--- config.mk ---
export PLATFORM = sky130hd
export DESIGN_NAME = uart_tx_arbiter
export DESIGN_NICKNAME = d
export VERILOG_FILES = /design/src/rtl/uart_pkg.sv /design/src/rtl/rr_pick.sv /design/src/rtl/uart_tx_arbiter.sv
export SDC_FILE = /design/constraint.sdc
export NUM_CORES = 1
export LEC_CHECK = 0
export ABC_AREA = 1
export CAP_MARGIN = 20
export CORE_UTILIZATION = 55
export CTS_CLUSTER_DIAMETER = 200
export CTS_CLUSTER_SIZE = 24
export DETAILED_ROUTE_END_ITERATION = 7
export GPL_ROUTABILITY_DRIVEN = 0
export GPL_TIMING_DRIVEN = 0
export PLACE_DENSITY = 0.86
export SYNTH_ARGS = -nofsm -noshare
export SYNTH_HDL_FRONTEND = slang
export SYNTH_SLANG_ARGS = --single-unit
--- constraint.sdc ---
create_clock -name clk_CPU -period 4.1 [get_ports clk_CPU]
set_input_delay 0.41 -clock clk_CPU [delete_from_list [all_inputs] [get_ports clk_CPU]]
set_output_delay 0.41 -clock clk_CPU [all_outputs]
set_load 0.05 [all_outputs]
--- src/rtl/uart_pkg.sv ---
// Shared definitions for the UART transmit arbiter and its helpers.
// State encoding and the default START timeout budget.
package uart_pkg;

    localparam logic [1:0] ST_IDLE  = 2'd0;
    localparam logic [1:0] ST_START = 2'd1;
    localparam logic [1:0] ST_WAIT  = 2'd2;
    localparam logic [1:0] ST_DONE  = 2'd3;

    localparam int TIMEOUT_DEFAULT = 65535;

endpackage

--- src/rtl/rr_pick.sv ---
// Combinational round-robin picker: first set request bit at or
// after the pointer, searching upward with wrap.
module rr_pick #(
    parameter int N  = 4,
    parameter int IW = (N > 1) ? $clog2(N) : 1
) (
    input  logic [N-1:0]  req,
    input  logic [IW-1:0] ptr,
    output logic          valid,
    output logic [IW-1:0] idx
);

    logic found;

    always_comb begin
        int j;
        valid = |req;
        idx   = '0;
        found = 1'b0;
        for (int k = 0; k < N; k++) begin
            j = int'(ptr) + k;
            if (j >= N) j = j - N;
            if (!found && req[j]) begin
                idx   = IW'(j);
                found = 1'b1;
            end
        end
    end

endmodule

--- src/rtl/uart_tx_arbiter.sv ---
// Round-robin sharing of one UART transmitter between NREQ producers;
// one byte per grant, busy tracked through a 2-flop synchronizer.
module uart_tx_arbiter
    import uart_pkg::*;
#(
    parameter int NREQ    = 4,
    parameter int TIMEOUT = TIMEOUT_DEFAULT
) (
    input  logic                     clk_CPU,
    input  logic                     rst_n,
    input  logic [NREQ-1:0]          req,
    input  logic [8*NREQ-1:0]        req_data,
    output logic [NREQ-1:0]          ack,
    output logic                     err,
    input  logic                     uart_busy,
    output logic                     uart_send,
    output logic [7:0]               uart_data,
    output logic [$clog2(NREQ)-1:0]  owner,
    output logic                     active
);

    localparam int IW = $clog2(NREQ);
    localparam int CW = $clog2(TIMEOUT + 1);

    logic [1:0]    state;
    logic [1:0]    state_nx;
    logic          busy_m;
    logic          busy_s;
    logic [1:0]    sync_vld;
    logic [IW-1:0] ptr;
    logic [IW-1:0] pick_idx;
    logic          pick_valid;
    logic [CW-1:0] cnt;
    logic          grant;
    logic          tmo;
    logic          send_nx;
    logic [NREQ-1:0] ack_nx;
    logic          err_nx;

    rr_pick #(
        .N  (NREQ),
        .IW (IW)
    ) u_pick (
        .req   (req),
        .ptr   (ptr),
        .valid (pick_valid),
        .idx   (pick_idx)
    );

    // busy_s is meaningless until both sync flops hold a real sample
    always_ff @(posedge clk_CPU or negedge rst_n) begin
        if (!rst_n) begin
            busy_m   <= 1'b0;
            busy_s   <= 1'b0;
            sync_vld <= 2'b00;
        end else begin
            busy_m   <= uart_busy;
            busy_s   <= busy_m;
            sync_vld <= {sync_vld[0], 1'b1};
        end
    end

    assign grant = (state == ST_IDLE) && pick_valid
                && sync_vld[1] && !busy_s;
    assign tmo   = (state == ST_START) && !busy_s
                && (cnt == CW'(TIMEOUT));

    always_ff @(posedge clk_CPU or negedge rst_n) begin
        if (!rst_n) state <= ST_IDLE;
        else        state <= state_nx;
    end

    always_comb begin
        state_nx = state;
        unique case (state)
            ST_IDLE:  if (grant) state_nx = ST_START;
            ST_START: begin
                if (busy_s)   state_nx = ST_WAIT;
                else if (tmo) state_nx = ST_DONE;
            end
            ST_WAIT:  if (!busy_s) state_nx = ST_DONE;
            ST_DONE:  state_nx = ST_IDLE;
        endcase
    end

    always_comb begin
        send_nx = (state_nx == ST_START);
        ack_nx  = '0;
        if (state_nx == ST_DONE) ack_nx = NREQ'(1) << owner;
        err_nx  = tmo;
    end

    always_ff @(posedge clk_CPU or negedge rst_n) begin
        if (!rst_n) begin
            uart_send <= 1'b0;
            uart_data <= 8'h00;
            ack       <= '0;
            err       <= 1'b0;
            owner     <= '0;
            ptr       <= '0;
            cnt       <= '0;
        end else begin
            uart_send <= send_nx;
            ack       <= ack_nx;
            err       <= err_nx;
            if (grant) begin
                owner     <= pick_idx;
                uart_data <= req_data[int'(pick_idx)*8 +: 8];
                cnt       <= '0;
            end else if (state == ST_START && !busy_s && !tmo) begin
                cnt <= cnt + 1'b1;
            end
            if (state == ST_DONE) begin
                if (owner == IW'(NREQ - 1)) ptr <= '0;
                else                        ptr <= owner + 1'b1;
            end
        end
    end

    assign active = (state != ST_IDLE);

endmodule

==> flow_metrics.tcl <==
set metrics [dict create \
    clock_latency_ps 300 \
    post_cts_buffers 0 \
    fin_tns_setup_ps 0 \
    cp.arrival_ps 1660 \
    final_cell_count_no_fill 464 \
    drcViolationCount 0 \
    met1_length_um 2556 \
    hold_viol 0 \
    cts-root-buf "clkbuf_8" \
    drtIter0Drc 156 \
    placedCellCount 457 \
    rows 24 \
    power_density_nw_per_um2 684.1 \
    clk_pin_slew_ps 80 \
    drive_above_1_share 0.07767 \
    fin_total_pwr_mw 2.202 \
    cts_tree "done" \
    worst-setup-path-type "register to primary output" \
    critPathMaxStageDelay_ps 810 \
    syn2layout_area_growth_pct 28.15 \
    wl_per_cell_um 12.14 \
    n_antenna_cell 0 \
    p_leak_nw 1.652 \
    top_layer "met4" \
    hold_path_class "primary input to async pin" \
    route.met2.wl_um 2714 \
    syn_avg_cell_area_um2 7.175 \
    h-tree-depth 2 \
    cts.sinks 40 \
    vias 2421 \
    start_kind "register" \
    grt_max_degree 41 \
    setup_viol 0 \
    finalCritPeriodShare 0.5039 \
    rsz0062_at_grt "no" \
    grt_pass1_wl_um 10040 \
    max_freq_ghz 0.4841 \
    synth.yosys.seq_area_share 0.3986 \
    die_w_um 69.57 \
    worst_ep_required_time_ps 3690 \
    cap_violations 0 \
    synth_common_cells "nand2_1 (98), inv_1 (61), nand3_1 (53), dfrtp_1 (40), nor2_1 (19)" \
    yosysWarnings 0 \
    synth_top_area_frac 0.3986 \
    async_reset_ff_frac 1.000 \
    final_util 0.7340 \
    relSlewSlack 0.4352 \
    cp_max_fo 3 \
    port_buffers 55 \
    avgViaCountPerCell 5.218 \
    met3_length_um 283 \
    chipHeight_um 69.57 \
    worstPathCellList "nor2_1 > inv_1 > clkdlybuf4s50_1" \
    grt_pass1_vias 2293 \
    core-area_um2 4384 \
    status "completed" \
    initial_core_util 0.5728 \
    synth_ff_type "dfrtp_1" \
    cts_resized 0 \
    end_kind "primary output" \
    dr.pass1.iters 4 \
    dieArea_um2 4840 \
    clk_path_buf_depth 2 \
    syn_area_um2 2511 \
    synth-edff-count 0 \
    grt_overflow 0 \
    synth.most_common_cell "nand2_1" \
    cts_buffers 5 \
    io-pin-count 56 \
    antenna_found_initial 0 \
    yosysUniqueCellTypes 30 \
    synthCells 350 \
    dp_hpwl_um 4185 \
    syn_nets 394 \
    tightest_slew_ps 847.2 \
    hold_buffers 0 \
    ys_ff_latch 40 \
    ant_nets 0 \
    netlist_top_cells_area "dfrtp_1 (40%), nand2_1 (15%), nand3_1 (11%)" \
    fill_cells 354 \
    wl_um 5633 \
    fin_nets 456 \
    finalMaxSlewViolations 0 \
    finClkSkew_ps 11.17 \
    yosys.area.top_type "dfrtp_1" \
    grt_usage 0.2578 \
    post-route-min-period_ps 2066 \
    irDropWorstVdd_mv 0.4601 \
    crit_path_top_delay_cell "clkdlybuf4s50_1" \
]
-- report_power, final --
part | switching, mW | internal (mW) | leakage [nW]
registers | 0.0882 | 0.499 | 0.523
logic | 0.878 | 0.457 | 1.08
clock network | 0.130 | 0.150 | 0.0503
-- cells by family after synthesis --
family,after synthesis,synth area share
xor+xnor,7,0.02442
buf+inv,72,0.1196
compound gates,26,0.05780
other cells,1,0.001493
flops,40,0.3986
simple gates,199,0.3732
fa+ha+maj,5,0.02491
-- routing by layer --
metal | GRT usage | vias up
li1 | - | 1225
met1 | 0.3410 | 1108
met2 | 0.4229 | 80
met3 | 0.05378 | 8
met4 | 0.08390 | 0
met5 | 0 | -
-- worst max-delay path: cells and delay by family, from the launching register on --
family,cells,cell delay (ps)
AND/OR/NAND/NOR,1,80
buffers and inverters,2,900
flip-flops,1,390
-- area by class of cell --
class | instances | area [µm²] | share of cell area
Multi-Input combinational cell | 238 | 1210 | 0.3760
Sequential cell | 40 | 1001 | 0.3110
Timing Repair Buffer | 55 | 545.5 | 0.1695
Inverter | 64 | 247.7 | 0.07698
Clock buffer | 7 | 96.34 | 0.02994
Tap cell | 52 | 65.06 | 0.02022
Buffer | 8 | 52.55 | 0.01633
-- placed cells by master (no fill, tap or decap), types with 3 or more instances in the layout --
| master | n |
|---|---|
| clkdlybuf4s50_1 | 54 |
| buf_2 | 4 |
| nor3_1 | 7 |
| nand2_4 | 3 |
| ha_1 | 5 |
| nand3_1 | 53 |
| clkbuf_8 | 7 |
| nand2_2 | 7 |
| dfrtp_1 | 40 |
| nand4_1 | 3 |
| a21oi_1 | 5 |
| o31ai_1 | 4 |
| nor4_1 | 3 |
| inv_1 | 61 |
| xor2_1 | 7 |
| nor2_1 | 19 |
| o21ai_0 | 15 |
| nand2_1 | 98 |
-- stage by stage --
stage                     area (µm²)  hold WS (ps)  worst slack, ps
final                           3218         215.3             2034
after global routing            3218         291.8             1788
after CTS                       3218         248.9             2038
after detailed placement        3122         336.3             1803
after global placement          3127         332.1             1702
after floorplan                 2511         114.4             2397
-- flip-flops by register name, indices dropped and copies added, names as in the netlist --
register   flops
err            1
uart_send      1
busy_m         1
ptr            2
ack            4
state          2
busy_s         1
cnt           16
owner          2
sync_vld       2
uart_data      8
-- path summary, 6_finish.rpt --
check	to	start	slack, ps	depth (start not counted)
worst min register to register	sync_vld[1]$_DFF_PN0_	sync_vld[0]$_DFF_PN0_	350	0
worst min-delay path	uart_send$_DFF_PN0_	rst_n	220	1
worst max-delay path	active	state[1]$_DFF_PN0_	2030	3
min in group clk_CPU	sync_vld[1]$_DFF_PN0_	sync_vld[0]$_DFF_PN0_	350	0
max in group asynchronous	ptr[1]$_DFFE_PN0N_	rst_n	3350	1
worst max register to register	cnt[3]$_DFFE_PN0P_	cnt[0]$_DFFE_PN0P_	2050	9
(Power assumes the default switching activity.)
